==> config.mk <==
export PLATFORM = sky130hd
export DESIGN_NAME = gpio_ctrl
export DESIGN_NICKNAME = d
export VERILOG_FILES = /design/src/rtl/gpio_ctrl.sv
export SDC_FILE = /design/constraint.sdc
export NUM_CORES = 1
export LEC_CHECK = 0
export BUFFER_PORTS_ARGS = -buffer_cell sky130_fd_sc_hd__buf_2
export CORE_AREA = 2 2 116 118
export DETAILED_ROUTE_END_ITERATION = 8
export DIE_AREA = 0 0 118 120
export PLACE_DENSITY = 0.47
export REMOVE_ABC_BUFFERS = 1
export SLEW_MARGIN = 25
export SYNTH_ARGS = -nofsm -noshare
export SYNTH_HDL_FRONTEND = slang
export SYNTH_SLANG_ARGS = --single-unit
==> constraint.sdc <==
create_clock -name clk -period 4.7 [get_ports clk]
set_clock_uncertainty 0.2 [all_clocks]
set_input_delay 0.94 -clock clk [delete_from_list [all_inputs] [get_ports clk]]
set_output_delay 0.94 -clock clk [all_outputs]
set_load 0.05 [all_outputs]
==> src/rtl/gpio_ctrl.sv <==
// GPIO controller: output/direction registers, synchronised inputs,
// per-pin rise/fall edge interrupts with sticky pending bits, and a
// simple one-cycle-latency register bus.
module gpio_ctrl #(
  parameter int unsigned WIDTH       = 8,
  parameter int unsigned SYNC_STAGES = 2
) (
  input  logic             clk,
  input  logic             rst,
  input  logic             sel,
  input  logic             we,
  input  logic [2:0]       addr,
  input  logic [31:0]      wdata,
  output logic [31:0]      rdata,
  output logic             ready,
  input  logic [WIDTH-1:0] gpio_in,
  output logic [WIDTH-1:0] gpio_out,
  output logic [WIDTH-1:0] gpio_oe,
  output logic             irq
);

  typedef enum logic [2:0] {
    REG_OUT     = 3'd0,
    REG_DIR     = 3'd1,
    REG_IN      = 3'd2,
    REG_RISE_EN = 3'd3,
    REG_FALL_EN = 3'd4,
    REG_PEND    = 3'd5,
    REG_SET     = 3'd6,
    REG_CLR     = 3'd7
  } reg_e;

  logic [WIDTH-1:0] out_q, out_d;
  logic [WIDTH-1:0] dir_q, dir_d;
  logic [WIDTH-1:0] rise_en_q, rise_en_d;
  logic [WIDTH-1:0] fall_en_q, fall_en_d;
  logic [WIDTH-1:0] pend_q, pend_d;
  logic [SYNC_STAGES-1:0][WIDTH-1:0] sync_q, sync_d;
  logic [WIDTH-1:0] dly_q, dly_d;
  logic [31:0]      rdata_q, rdata_d;
  logic             ready_q, ready_d;
  logic             irq_q, irq_d;

  logic [WIDTH-1:0] wd;
  logic [WIDTH-1:0] in_sync;
  logic [WIDTH-1:0] rise, fall, pend_clr, rd_val;
  logic             acc_rd, acc_wr;
  reg_e             reg_sel;
  // Write data bits at or above WIDTH are intentionally discarded.
  logic             unused_wdata;

  assign unused_wdata = ^wdata;
  assign gpio_out = out_q;
  assign gpio_oe  = dir_q;
  assign rdata    = rdata_q;
  assign ready    = ready_q;
  assign irq      = irq_q;

  // Input synchroniser shift and edge-delay copy.
  always_comb begin
    sync_d    = sync_q;
    sync_d[0] = gpio_in;
    for (int unsigned i = 1; i < SYNC_STAGES; i++) begin
      sync_d[i] = sync_q[i-1];
    end
    in_sync = sync_q[SYNC_STAGES-1];
    dly_d   = in_sync;
    rise    = in_sync & ~dly_q;
    fall    = ~in_sync & dly_q;
  end

  // Register writes, pending-bit update, read mux and bus handshake.
  always_comb begin
    reg_sel   = reg_e'(addr);
    acc_rd    = sel & ~we;
    acc_wr    = sel & we;
    wd        = wdata[WIDTH-1:0];
    out_d     = out_q;
    dir_d     = dir_q;
    rise_en_d = rise_en_q;
    fall_en_d = fall_en_q;
    pend_clr  = '0;
    if (acc_wr) begin
      case (reg_sel)
        REG_OUT:     out_d     = wd;
        REG_DIR:     dir_d     = wd;
        REG_RISE_EN: rise_en_d = wd;
        REG_FALL_EN: fall_en_d = wd;
        REG_PEND:    pend_clr  = wd;
        REG_SET:     out_d     = out_q | wd;
        REG_CLR:     out_d     = out_q & ~wd;
        default:     ;
      endcase
    end
    // New events are OR-ed after the clear so a coincident set wins.
    pend_d = (pend_q & ~pend_clr) | (rise & rise_en_q) | (fall & fall_en_q);
    irq_d  = |pend_q;

    rd_val = '0;
    case (reg_sel)
      REG_OUT:     rd_val = out_q;
      REG_DIR:     rd_val = dir_q;
      REG_IN:      rd_val = in_sync;
      REG_RISE_EN: rd_val = rise_en_q;
      REG_FALL_EN: rd_val = fall_en_q;
      REG_PEND:    rd_val = pend_q;
      default:     rd_val = '0;
    endcase
    rdata_d = rdata_q;
    if (acc_rd) begin
      rdata_d             = '0;
      rdata_d[WIDTH-1:0]  = rd_val;
    end
    ready_d = sel;
  end

  // State registers with synchronous reset overriding any access.
  always_ff @(posedge clk) begin
    if (rst) begin
      out_q     <= '0;
      dir_q     <= '0;
      rise_en_q <= '0;
      fall_en_q <= '0;
      pend_q    <= '0;
      sync_q    <= '0;
      dly_q     <= '0;
      rdata_q   <= '0;
      ready_q   <= 1'b0;
      irq_q     <= 1'b0;
    end else begin
      out_q     <= out_d;
      dir_q     <= dir_d;
      rise_en_q <= rise_en_d;
      fall_en_q <= fall_en_d;
      pend_q    <= pend_d;
      sync_q    <= sync_d;
      dly_q     <= dly_d;
      rdata_q   <= rdata_d;
      ready_q   <= ready_d;
      irq_q     <= irq_d;
    end
  end

endmodule

**Word-level counts from Yosys, hierarchy flattened**

Index checks and enable logic that the tools add are counted.

- Logic and storage cells: 45
- Register bits: 74
- Output and inout bits: 50

- Reduce and logical (&&, ||, !) cells: 7
- Equal/unequal tests: 7
- Bitwise logic cells: 16
- Multiplexer cells: 4

Operators by type and width:

| operator | count |
|---|---|
| $and 8x8->8 | 6 |
| $pmux 8 s6 | 1 |
| $not 8->8 | 4 |
| $or 8x8->8 | 3 |
| $pmux 8 s3 | 1 |
| $mux 8 | 2 |
| $eq 3x3->1 const B | 4 |
| $reduce_and 2->1 | 4 |
| $reduce_or 8->1 | 1 |
| $eq 3x2->1 const B | 2 |
| $eq 3x1->1 const B | 1 |
| $logic_not 3->1 | 1 |
| $reduce_bool 3->1 | 1 |
| $and 1x1->1 | 2 |
| $not 1->1 | 1 |

**Longest topological paths before layout**

Gate-level depths: netlist of the first run.

- Depth after elaboration: 7
- Gate-level depth with buffers: 7
- Mapped depth without buffers: 4

**Worst setup path before layout of the first run**

Ideal clock, no wire load.

- Path kind: input to register
- From: input port addr[1]
- To: register out_q[0] (netlist: gpio_out[0])
- Setup slack: 2.408 ns
- Stages: 5
- Arrival time: 1.974 ns
- Buffers on the path: 1
- Data required time: 4.383 ns
- Library setup time: 0.117 ns
- Cell sequence: buf_6 or3_1 a21oi_2 o21ai_0 a32o_1

- Longest elaborated chain between the ends: 3

Ends and longest elaborated chain:

| element | line | RTL |
|---|---|---|
| start, declared | 12 | `input logic [2:0] addr,` |
| $eq 3x3->1 or $logic_not 3->1 (tied branches) | 84 | `case (reg_sel)` |
| $reduce_bool 3->1 (no source line) | -- |  |
| $reduce_and 2->1 (no source line) | -- |  |
| end signal, assigned | 131 | `out_q <= out_d;` |
| end, declared | 33 | `logic [WIDTH-1:0] out_q, out_d;` |

Parallel ways exist; a longest one is shown, timed or not.
A chain may end at the register's enable or synchronous reset.

**Worst setup path after layout of the first run**

- From: input port addr[2]
- To: register out_q[1] (netlist: gpio_out[1])

The elaborated chain is that of the path after synthesis.

==> tab_implementation.tex, run 1 <==
\begin{tabular}{lr}
\hline
Metric & Value \\
\hline
\multicolumn{2}{l}{\textbf{Layout}} \\
Antenna diode instance count & 0 \\
End-of-flow core utilization & 0.291 \\
Net count, final & 450 \\
Finished layout cell area & 3780 um\^{}2 \\
Most frequent cells in the layout & 74 x dfxtp\_1, 48 x buf\_2, 35 x nand2\_1, 28 x nor2\_1 \\
Area growth, synth to finish & 18.9\% \\
Fraction of final layout cells with drive strength greater than 1 & 0.177 \\
Most common cell after layout, fill and taps aside & dfxtp\_1 \\
\multicolumn{2}{l}{\textbf{STA}} \\
Highest achievable clock rate & 369 MHz \\
Share of the cycle needed by the critical path after routing & 0.577 \\
Final critical path time including I/O delays and setup & 2.71 ns \\
Total count of hold-check failures in the final report & 0 \\
Slew at the pin with the worst max-slew slack & 0.902 ns \\
Total count of max-transition violations in the final report & 0 \\
Worst slew margin relative to its limit & 0.398 \\
RSZ-0062 raised after global routing & false \\
Total Negative Setup Slacks & 0 ns \\
Min Hold Slack & 0.233 ns \\
Setup violators final & 0 \\
\multicolumn{2}{l}{\textbf{CTS}} \\
CTS sink cnt & 74 \\
\# H-tree levels & 3 \\
Clock latency on the worst-skew pair & 0.34 ns \\
Total of cells resized after clock tree synthesis & 0 \\
Hold\_buf cts & 0 \\
Number of buffers created by CTS & 9 \\
CTS clock-pin slew for the worst setup and hold paths & 0.06 ns \\
Number of setup buffers added after CTS & 0 \\
Master cell of the clock root buffer & clkbuf\_16 \\
TritonCTS clock tree & built \\
Largest buffer count on any clock path & 2 \\
\multicolumn{2}{l}{\textbf{Logic synthesis}} \\
Mean cell area of the mapped netlist & 8.85 um\^{}2 \\
Post-synthesis share of cell area spent on full adders, half adders and majority gates & 0 \\
Compound-cell area share of the yosys netlist & 0.204 \\
Simple-Gate Fraction of Synth Area & 0.165 \\
Main flop type after synthesis & dfxtp\_1 \\
Summed instance area of the synthesized netlist & 3180 um\^{}2 \\
Post-Synthesis Cells & 359 \\
EDFF count, synth & 0 \\
Number of storage elements in the synthesis netlist & 74 \\
Sequential area share after synthesis & 0.466 \\
Total of warnings raised by yosys & 0 \\
Fraction of registers with async set/reset & 0 \\
Multiplexer area fraction after synthesis & 0.0598 \\
Number of library cell types mapped by synthesis & 32 \\
Xor-xnor portion of the synthesized cell area & 0 \\
Largest family of logic cells by synthesized area & compound AO/OA/AOI/OAI gates \\
\multicolumn{2}{l}{\textbf{Run}} \\
Max\_cap viols & 0 \\
\multicolumn{2}{l}{\textbf{Die}} \\
Vertical die dimension & 120 um \\
Die Footprint & 14200 um\^{}2 \\
Top-level port count & 97 \\
Effective utilization at floorplan & 0.245 \\
Site Rows & 42 \\
Die width & 118 um \\
Core area & 13000 um\^{}2 \\
\multicolumn{2}{l}{\textbf{Run status}} \\
Result of the run & finished, final reports clean \\
\multicolumn{2}{l}{\textbf{Global routing}} \\
First-pass GRT wire length & 14300 um \\
Largest net degree at the start of global routing & 55 \\
Most Used Layer, Global Route & met2 \\
Global-route track usage on met2 & 0.211 \\
Vias in the first global route & 2520 \\
Total GRT Usage & 0.134 \\
Number of antenna violations at the first check in global routing & 0 \\
Total global routing overflow & 0 \\
Met3 Usage GRT & 0.0309 \\
Met1 routing resource usage after global routing & 0.175 \\
\multicolumn{2}{l}{\textbf{Hold path}} \\
Hold wc startpoint & sync\_d[10] \\
Cell depth of the worst hold path & 1 \\
Worst Hold End & dly\_d[2] \\
Class of the most critical hold timing path & reg -> reg \\
\multicolumn{2}{l}{\textbf{Route}} \\
Drt drc & 0 \\
Post-DR vias/cell & 4.58 \\
1st-iter DRT viols & 162 \\
Detailed-route via count & 2671 \\
Detailed Routing Iterations Pass 1 & 4 \\
Antenna violation net count after detailed routing & 0 \\
DRT Wirelength & 9340 um \\
WL per Instance & 16.0 um \\
\multicolumn{2}{l}{\textbf{Power}} \\
Total power & 0.00150 W \\
Power density over cell area & 398 nW/um\^{}2 \\
Static power due to leakage & 1.45 nW \\
Portion of total power attributed to sequential cells & 0.435 \\
Combinational cell fraction of total power & 0.109 \\
Worst VDD drop & 0.000153 V \\
Cell internal power dissipation & 0.00110 W \\
Power spent charging and discharging nets & 0.000404 W \\
Part of the total power dissipated in the clock network & 0.456 \\
Fraction of power spent switching nets & 0.269 \\
\multicolumn{2}{l}{\textbf{Critical path}} \\
Critical path data arrival time & 2.74 ns \\
Delay of the slowest cell on the worst path & 0.58 ns \\
Type of the worst setup path & in -> reg \\
Sequence of cells on the critical path & buf\_2 -> nand2\_1 -> a21oi\_2 -> o21ai\_0 -> a32o\_1 \\
R2R depth & 4 \\
Reg2Reg Setup Slack & 3.25 ns \\
Setup crit start kind & input port \\
Family with the most delay on the worst path & compound AO/OA/AOI/OAI gates \\
Data required, critical path & 4.73 ns \\
Slowest stage cell, crit path & a21oi\_2 \\
Critical register-to-register path endpoint & rdata[3] \\
Setup crit end kind & flip-flop \\
Count of cell instances traversed by the critical path & 5 \\
Critical-path maximum fanout & 15 \\
Start of the worst register-to-register path & gpio\_oe[3] \\
Number of buffer and inverter instances along the worst setup path & 1 \\
\multicolumn{2}{l}{\textbf{Placed design}} \\
Routability-driven placement congestion ratio & 0.820 \\
Final HPWL DP & 5950 um \\
IO buf count & 48 \\
Area after DPL & 3480 um\^{}2 \\
\hline
\end{tabular}
-- registers in the layout, summed over array words and instances, names as in the netlist --
register / flops
fall_en_q: 8
dly_d: 8
pend_q: 8
gpio_out: 8
ready: 1
sync_d: 8
rise_en_q: 8
gpio_oe: 8
dly_q: 8
irq: 1
rdata: 8
-- cells in the mapped netlist (2+ instances only) --
cell       count  share of area
o21ai_1       19          0.030
nand2b_1       3         0.0059
dfxtp_1       74           0.47
buf_6          2         0.0071
nor3b_1        2         0.0047
nor2_1        28          0.033
nor2b_1       21          0.041
clkbuf_1      10          0.012
buf_4         26          0.061
buf_2          3         0.0047
or2_1          2         0.0039
inv_1         14          0.017
a21oi_1       24          0.038
nor4_1         2         0.0039
nand2_1       35          0.041
a31oi_1        9          0.018
o22ai_1        7          0.014
mux2i_1       19          0.060
a32o_1         8          0.025
o32ai_1        6          0.017
o21ai_0       22          0.035
nand3b_1       7          0.017
buf_1          2         0.0024
a2111oi_0      6          0.017
-- worst max-delay path by stage --
stage                   to  slack [ns]     from
4_1_cts           rdata[3]        1.97  addr[2]
3_5_place_dp      rdata[3]        1.62  addr[2]
6_report       gpio_out[1]        1.99  addr[2]
2_1_floorplan  gpio_out[0]        2.46  addr[2]
5_1_grt        gpio_out[3]        1.84  addr[2]
3_3_place_gp   gpio_out[1]        1.64  addr[2]
-- metrics by stage --
step | std cells | worst slack [ns]
3_3_place_gp | 568 | 1.64
2_1_floorplan | 339 | 2.46
5_1_grt | 583 | 1.84
3_5_place_dp | 568 | 1.62
4_1_cts | 583 | 1.97
6_report | 583 | 1.99
-- logic make-up after synthesis --
group	count (synthesis)
buf+inv	57
mux	19
compound gates	103
simple gates	105
flops	74
other cells	1
-- worst register-to-register path, stage by stage, from the launching register on --
cell and delay, ns:
dfxtp_1 0.33, mux2i_1 0.13, o32ai_1 0.09, a2111oi_0 0.47, nor2_1 0.10
-- per-layer routing --
layer	up-vias	wire length [um]	share of wire
met5	-	0	0
met4	0	146	0.016
met3	15	633	0.068
met2	103	4220	0.45
met1	1259	4340	0.46
li1	1294	-	-
-- area by class of cell --
| cell class | count | area [um^2] |
|---|---|---|
| fillers | 1371 | 9200 |
| flip-flops and latches | 74 | 1480 |
| multi-input cells | 251 | 1450 |
| repair buffers | 53 | 278 |
| clock buffers | 10 | 239 |
| well taps | 176 | 220 |
| clock inverters | 5 | 55.1 |
| inverters | 14 | 52.6 |
-- power by group through the flow --
stage / Sequential, W / Clock, W / Combinational [W]
2_1_floorplan: 0.000689 / 0 / 0.0000809
3_3_place_gp: 0.000667 / 0 / 0.000163
3_5_place_dp: 0.000667 / 0 / 0.000164
4_1_cts: 0.000653 / 0.000705 / 0.000164
5_1_grt: 0.000655 / 0.000727 / 0.000174
6_report: 0.000653 / 0.000685 / 0.000164
Power figures use the tool's default switching activity.
==> inputs of run 2 (changes only) <==
==> constraint.sdc (replaced) <==
create_clock -name clk -period 2.6 [get_ports clk]
set_clock_uncertainty 0.2 [all_clocks]
set_input_delay 0.52 -clock clk [delete_from_list [all_inputs] [get_ports clk]]
set_output_delay 0.52 -clock clk [all_outputs]
set_load 0.05 [all_outputs]
==> run 2 against run 1 <==
Clock-buffer cell count up 3. Die area unchanged. Cell count increased by 3.1%. Total power grew 76%. Final area increased by 3.3%. Critical endpoint is now rdata[4].
==> tab_implementation.tex, run 2 (synthesized netlist as in run 1, its figures left out) <==
\begin{tabular}{lr}
\hline
Metric & Value \\
\hline
\multicolumn{2}{l}{\textbf{Global routing}} \\
First-pass GRT wire length & 14600 um \\
Total GRT Usage & 0.135 \\
Number of antenna violations at the first check in global routing & 0 \\
Largest net degree at the start of global routing & 34 \\
Vias in the first global route & 2606 \\
Total global routing overflow & 0 \\
\multicolumn{2}{l}{\textbf{CTS}} \\
Total of cells resized after clock tree synthesis & 0 \\
CTS sink cnt & 74 \\
TritonCTS clock tree & built \\
\# H-tree levels & 3 \\
CTS clock-pin slew for the worst setup and hold paths & 0.06 ns \\
Largest buffer count on any clock path & 2 \\
Number of setup buffers added after CTS & 0 \\
Master cell of the clock root buffer & clkbuf\_16 \\
Number of buffers created by CTS & 9 \\
Clock latency on the worst-skew pair & 0.34 ns \\
Hold\_buf cts & 0 \\
\multicolumn{2}{l}{\textbf{Placed design}} \\
IO buf count & 48 \\
Routability-driven placement congestion ratio & 0.855 \\
Final HPWL DP & 6410 um \\
Worst setup slack before clock tree synthesis & 0.294 ns \\
\multicolumn{2}{l}{\textbf{Hold path}} \\
Class of the most critical hold timing path & in -> reg \\
Hold wc startpoint & gpio\_in[3] \\
Worst Hold End & sync\_d[11] \\
Cell depth of the worst hold path & 2 \\
\multicolumn{2}{l}{\textbf{STA}} \\
Slew at the pin with the worst max-slew slack & 0.760 ns \\
Least setup slack across all paths after layout & 0.692 ns \\
Total count of max-transition violations in the final report & 0 \\
Share of the cycle needed by the critical path after routing & 0.734 \\
Total Negative Setup Slacks & 0 ns \\
Total count of hold-check failures in the final report & 0 \\
Final critical path time including I/O delays and setup & 1.91 ns \\
RSZ-0062 raised after global routing & false \\
Highest achievable clock rate & 524 MHz \\
Worst slew margin relative to its limit & 0.492 \\
Setup violators final & 0 \\
\multicolumn{2}{l}{\textbf{Route}} \\
WL per Instance & 15.7 um \\
1st-iter DRT viols & 161 \\
Detailed Routing Iterations Pass 1 & 4 \\
Antenna violation net count after detailed routing & 0 \\
Post-DR vias/cell & 4.53 \\
Detailed-route via count & 2722 \\
Drt drc & 0 \\
DRT Wirelength & 9420 um \\
\multicolumn{2}{l}{\textbf{Critical path}} \\
Data required, critical path & 2.61 ns \\
Delay of the slowest cell on the worst path & 0.45 ns \\
Sequence of cells on the critical path & buf\_2 -> buf\_4 -> mux2i\_1 -> o32ai\_1 -> a2111oi\_0 -> nor2\_1 \\
Critical register-to-register path endpoint & rdata[7] \\
Setup crit start kind & input port \\
Start of the worst register-to-register path & dly\_d[7] \\
R2R depth & 4 \\
Critical-path maximum fanout & 12 \\
Type of the worst setup path & in -> reg \\
Number of buffer and inverter instances along the worst setup path & 2 \\
Setup crit end kind & flip-flop \\
Family with the most delay on the worst path & compound AO/OA/AOI/OAI gates \\
Slowest stage cell, crit path & a2111oi\_0 \\
Critical path data arrival time & 1.91 ns \\
Reg2Reg Setup Slack & 1.02 ns \\
\multicolumn{2}{l}{\textbf{Die}} \\
Die Footprint & 14200 um\^{}2 \\
Effective utilization at floorplan & 0.245 \\
Core area & 13000 um\^{}2 \\
Site Rows & 42 \\
Die width & 118 um \\
Top-level port count & 97 \\
Vertical die dimension & 120 um \\
\multicolumn{2}{l}{\textbf{Layout}} \\
Net count, final & 467 \\
Area growth, synth to finish & 22.8\% \\
Most frequent cells in the layout & 74 x dfxtp\_1, 48 x buf\_2, 35 x nand2\_1, 28 x nor2\_1 \\
Fraction of final layout cells with drive strength greater than 1 & 0.205 \\
Antenna diode instance count & 0 \\
Most common cell after layout, fill and taps aside & dfxtp\_1 \\
\multicolumn{2}{l}{\textbf{Power}} \\
Static power due to leakage & 1.54 nW \\
Worst VDD drop & 0.000256 V \\
Power density over cell area & 676 nW/um\^{}2 \\
\multicolumn{2}{l}{\textbf{Run status}} \\
Result of the run & finished, final reports clean \\
\multicolumn{2}{l}{\textbf{Run}} \\
Max\_cap viols & 0 \\
\hline
\end{tabular}
[run 2: changes by cell type in the layout (fill, tap and decap cells not counted)]
| cell | delta |
|---|---|
| buf_4 | +15 |
| clkbuf_1 | +3 |
| buf_12 | +2 |
| clkinvlp_4 | -2 |
| bufinv_16 | -1 |
| clkinv_2 | +1 |
[run 2: per-layer routing]
layer	part of all wire	up-vias	routed length, um	track usage
li1	-	1333	-	-
met1	0.48	1286	4490	0.179
met2	0.46	94	4310	0.215
met3	0.053	9	495	0.0295
met4	0.014	0	130	0.0497
met5	0	-	0	0
[run 2: worst register-to-register path, stage by stage, from the launching register on]
cell	delay [ns]
dfxtp_1	0.34
mux2i_1	0.22
o32ai_1	0.11
a2111oi_0	0.49
nor2_1	0.10
[run 2: report_power, final]
| part | internal (W) | switching (W) |
|---|---|---|
| sequential | 0.00117 | 0.0000152 |
| combinational | 0.0000765 | 0.000240 |
| clock | 0.000668 | 0.000473 |
| total | 0.00191 | 0.000729 |
[run 2: worst max path at each step]
stage                  from            to  slack (ns)  depth (start not counted)
finish              addr[0]      rdata[4]        0.69                          6
global placement    addr[1]      rdata[7]        0.30                          6
floorplan           addr[2]   gpio_out[0]        0.78                          3
detailed placement  addr[2]  rise_en_q[3]        0.29                          6
CTS                 addr[2]  rise_en_q[6]        0.63                          6
global route        addr[0]      rdata[5]        0.46                          6
[run 2: stage by stage]
step	hold slack, ns	std cells	util	instance area (um^2)	power, W
after floorplan	0.214	339	-	2990	0.00139
after global placement	0.220	585	0.280	3640	0.00152
after detailed placement	0.224	585	0.280	3640	0.00152
after CTS	0.188	601	0.301	3900	0.00266
after global routing	0.206	601	0.301	3900	0.00273
final	0.186	601	0.301	3900	0.00264
[run 2: area by class of cell]
class,count,area [um^2]
tap,176,220
fill,1414,9080
sequential,74,1480
inverter,14,52.6
multi-input combinational,251,1450
clock buffer,13,250
clock inverter,3,15.0
timing repair buffer,70,430
==> inputs of run 3 (changes only) <==
--- a/config.mk
+++ b/config.mk
@@ -9,7 +9,7 @@
 export CORE_AREA = 2 2 116 118
 export DETAILED_ROUTE_END_ITERATION = 8
 export DIE_AREA = 0 0 118 120
-export PLACE_DENSITY = 0.47
+export PLACE_DENSITY = 0.49
 export REMOVE_ABC_BUFFERS = 1
 export SLEW_MARGIN = 25
 export SYNTH_ARGS = -nofsm -noshare
==> constraint.sdc (replaced) <==
create_clock -name clk -period 1.6 [get_ports clk]
set_clock_uncertainty 0.2 [all_clocks]
set_input_delay 0.32 -clock clk [delete_from_list [all_inputs] [get_ports clk]]
set_output_delay 0.32 -clock clk [all_outputs]
set_load 0.05 [all_outputs]
==> run 3 against run 2 <==
Final area rose by 8.8%. Cell count up 6.0%. Via count up 4.3%. Largest power group is now the clock network.
==> tab_implementation.tex, run 3 (synthesized netlist as in run 1, its figures left out) <==
\begin{tabular}{lr}
\hline
Metric & Value \\
\hline
\multicolumn{2}{l}{\textbf{Layout}} \\
Fraction of final layout cells with drive strength greater than 1 & 0.256 \\
Most frequent cells in the layout & 74 x dfxtp\_1, 48 x buf\_4, 47 x buf\_2, 35 x nand2\_1, 27 x nor2\_1 \\
Filler-free cell count of the finished design & 637 \\
Most common cell after layout, fill and taps aside & dfxtp\_1 \\
Area growth, synth to finish & 33.5\% \\
Net count, final & 503 \\
End-of-flow core utilization & 0.327 \\
Antenna diode instance count & 0 \\
\multicolumn{2}{l}{\textbf{Global routing}} \\
Total global routing overflow & 0 \\
Most Used Layer, Global Route & met2 \\
Global-route track usage on met2 & 0.227 \\
Number of antenna violations at the first check in global routing & 0 \\
Met3 Usage GRT & 0.0399 \\
First-pass GRT wire length & 14900 um \\
Vias in the first global route & 2803 \\
Largest net degree at the start of global routing & 43 \\
Total GRT Usage & 0.138 \\
Met1 routing resource usage after global routing & 0.174 \\
\multicolumn{2}{l}{\textbf{Die}} \\
Effective utilization at floorplan & 0.245 \\
Core area & 13000 um\^{}2 \\
Top-level port count & 97 \\
Die Footprint & 14200 um\^{}2 \\
Site Rows & 42 \\
Vertical die dimension & 120 um \\
Die width & 118 um \\
\multicolumn{2}{l}{\textbf{Hold path}} \\
Cell depth of the worst hold path & 3 \\
Class of the most critical hold timing path & in -> reg \\
\multicolumn{2}{l}{\textbf{Route}} \\
1st-iter DRT viols & 170 \\
Detailed-route via count & 2840 \\
Antenna violation net count after detailed routing & 0 \\
WL per Instance & 14.8 um \\
Drt drc & 0 \\
DRT Wirelength & 9400 um \\
Post-DR vias/cell & 4.46 \\
Detailed Routing Iterations Pass 1 & 4 \\
\multicolumn{2}{l}{\textbf{Power}} \\
Static power due to leakage & 1.72 nW \\
Power density over cell area & 1060 nW/um\^{}2 \\
Total power & 0.00451 W \\
Worst VDD drop & 0.000395 V \\
\multicolumn{2}{l}{\textbf{Placed design}} \\
Count of placed standard cells including taps & 613 \\
IO buf count & 48 \\
Routability-driven placement congestion ratio & 0.830 \\
Final HPWL DP & 6720 um \\
\multicolumn{2}{l}{\textbf{Critical path}} \\
Type of the worst setup path & reg -> out \\
Data required, critical path & 1.08 ns \\
Critical path data arrival time & 1.06 ns \\
R2R depth & 4 \\
Setup crit end kind & primary output \\
Setup crit start kind & flip-flop \\
Critical-path maximum fanout & 2 \\
\multicolumn{2}{l}{\textbf{STA}} \\
Total count of max-transition violations in the final report & 0 \\
Total count of hold-check failures in the final report & 0 \\
Share of the cycle needed by the critical path after routing & 0.990 \\
Final critical path time including I/O delays and setup & 1.58 ns \\
RSZ-0062 raised after global routing & false \\
Highest achievable clock rate & 632 MHz \\
Setup violators final & 0 \\
\multicolumn{2}{l}{\textbf{Run}} \\
Max\_cap viols & 0 \\
\multicolumn{2}{l}{\textbf{CTS}} \\
Master cell of the clock root buffer & clkbuf\_16 \\
Clock latency on the worst-skew pair & 0.34 ns \\
TritonCTS clock tree & built \\
CTS sink cnt & 74 \\
\# H-tree levels & 3 \\
Largest buffer count on any clock path & 2 \\
Number of buffers created by CTS & 9 \\
CTS clock-pin slew for the worst setup and hold paths & 0.06 ns \\
\multicolumn{2}{l}{\textbf{Run status}} \\
Result of the run & finished, final reports clean \\
\hline
\end{tabular}
[run 3: power by group]
group | total, W | internal [W] | switching [W] | leakage, nW
Clock | 0.00202 | 0.00129 | 0.000727 | 0.147
Sequential | 0.00192 | 0.00189 | 0.0000255 | 0.603
Combinational | 0.000574 | 0.000173 | 0.000400 | 0.973
[run 3: layout make-up]
type                    instances  area (um^2)
flip-flops and latches         74         1480
clock inverters                 2         35.0
inverters                      14         52.6
fillers                      1394         8740
repair buffers                106          723
clock buffers                  14          264
multi-input cells             251         1470
well taps                     176          220
[run 3: final timing paths]
check / slack [ns] / endpoint / startpoint
setup / recovery: 0.02 / gpio_oe[5] / gpio_oe[5]
hold / removal: 0.07 / rise_en_q[2] / wdata[2]
setup reg to reg: 0.20 / rdata[5] / gpio_oe[5]
hold reg to reg: 0.23 / dly_d[4] / sync_d[12]
[run 3: per-stage QoR]
stage | cell area [um^2] | hold slack (ns) | setup slack (ns) | setup TNS, ns
after floorplan | 2990 | 0.187 | -0.0157 | -0.126
after global placement | 3850 | 0.221 | -0.343 | -9.26
after detailed placement | 3850 | 0.224 | -0.370 | -9.75
after CTS | 4230 | 0.0521 | 0.0184 | 0
after global routing | 4240 | 0.0748 | 0.00482 | 0
final | 4240 | 0.0651 | 0.0168 | 0
[run 3: repair_timing]
action                                 CTS  global route
buffers inserted                         0             0
pin swaps                                0             0
setup endpoints to repair                2             7
endpoints found under the hold margin    8             0
gates resized for setup                  2             4
hold buffers                             8             0
[run 3: metal layers]
layer  vias to the layer above  share of wire
li1                       1408              -
met1                      1336           0.47
met2                        85           0.47
met3                        11          0.046
met4                         0          0.016
met5                         -              0
[run 3: worst max-delay path, stage by stage, from the launching register on]
cell,delay (ns)
dfxtp_1,0.35
buf_4,0.13
buf_2,0.25
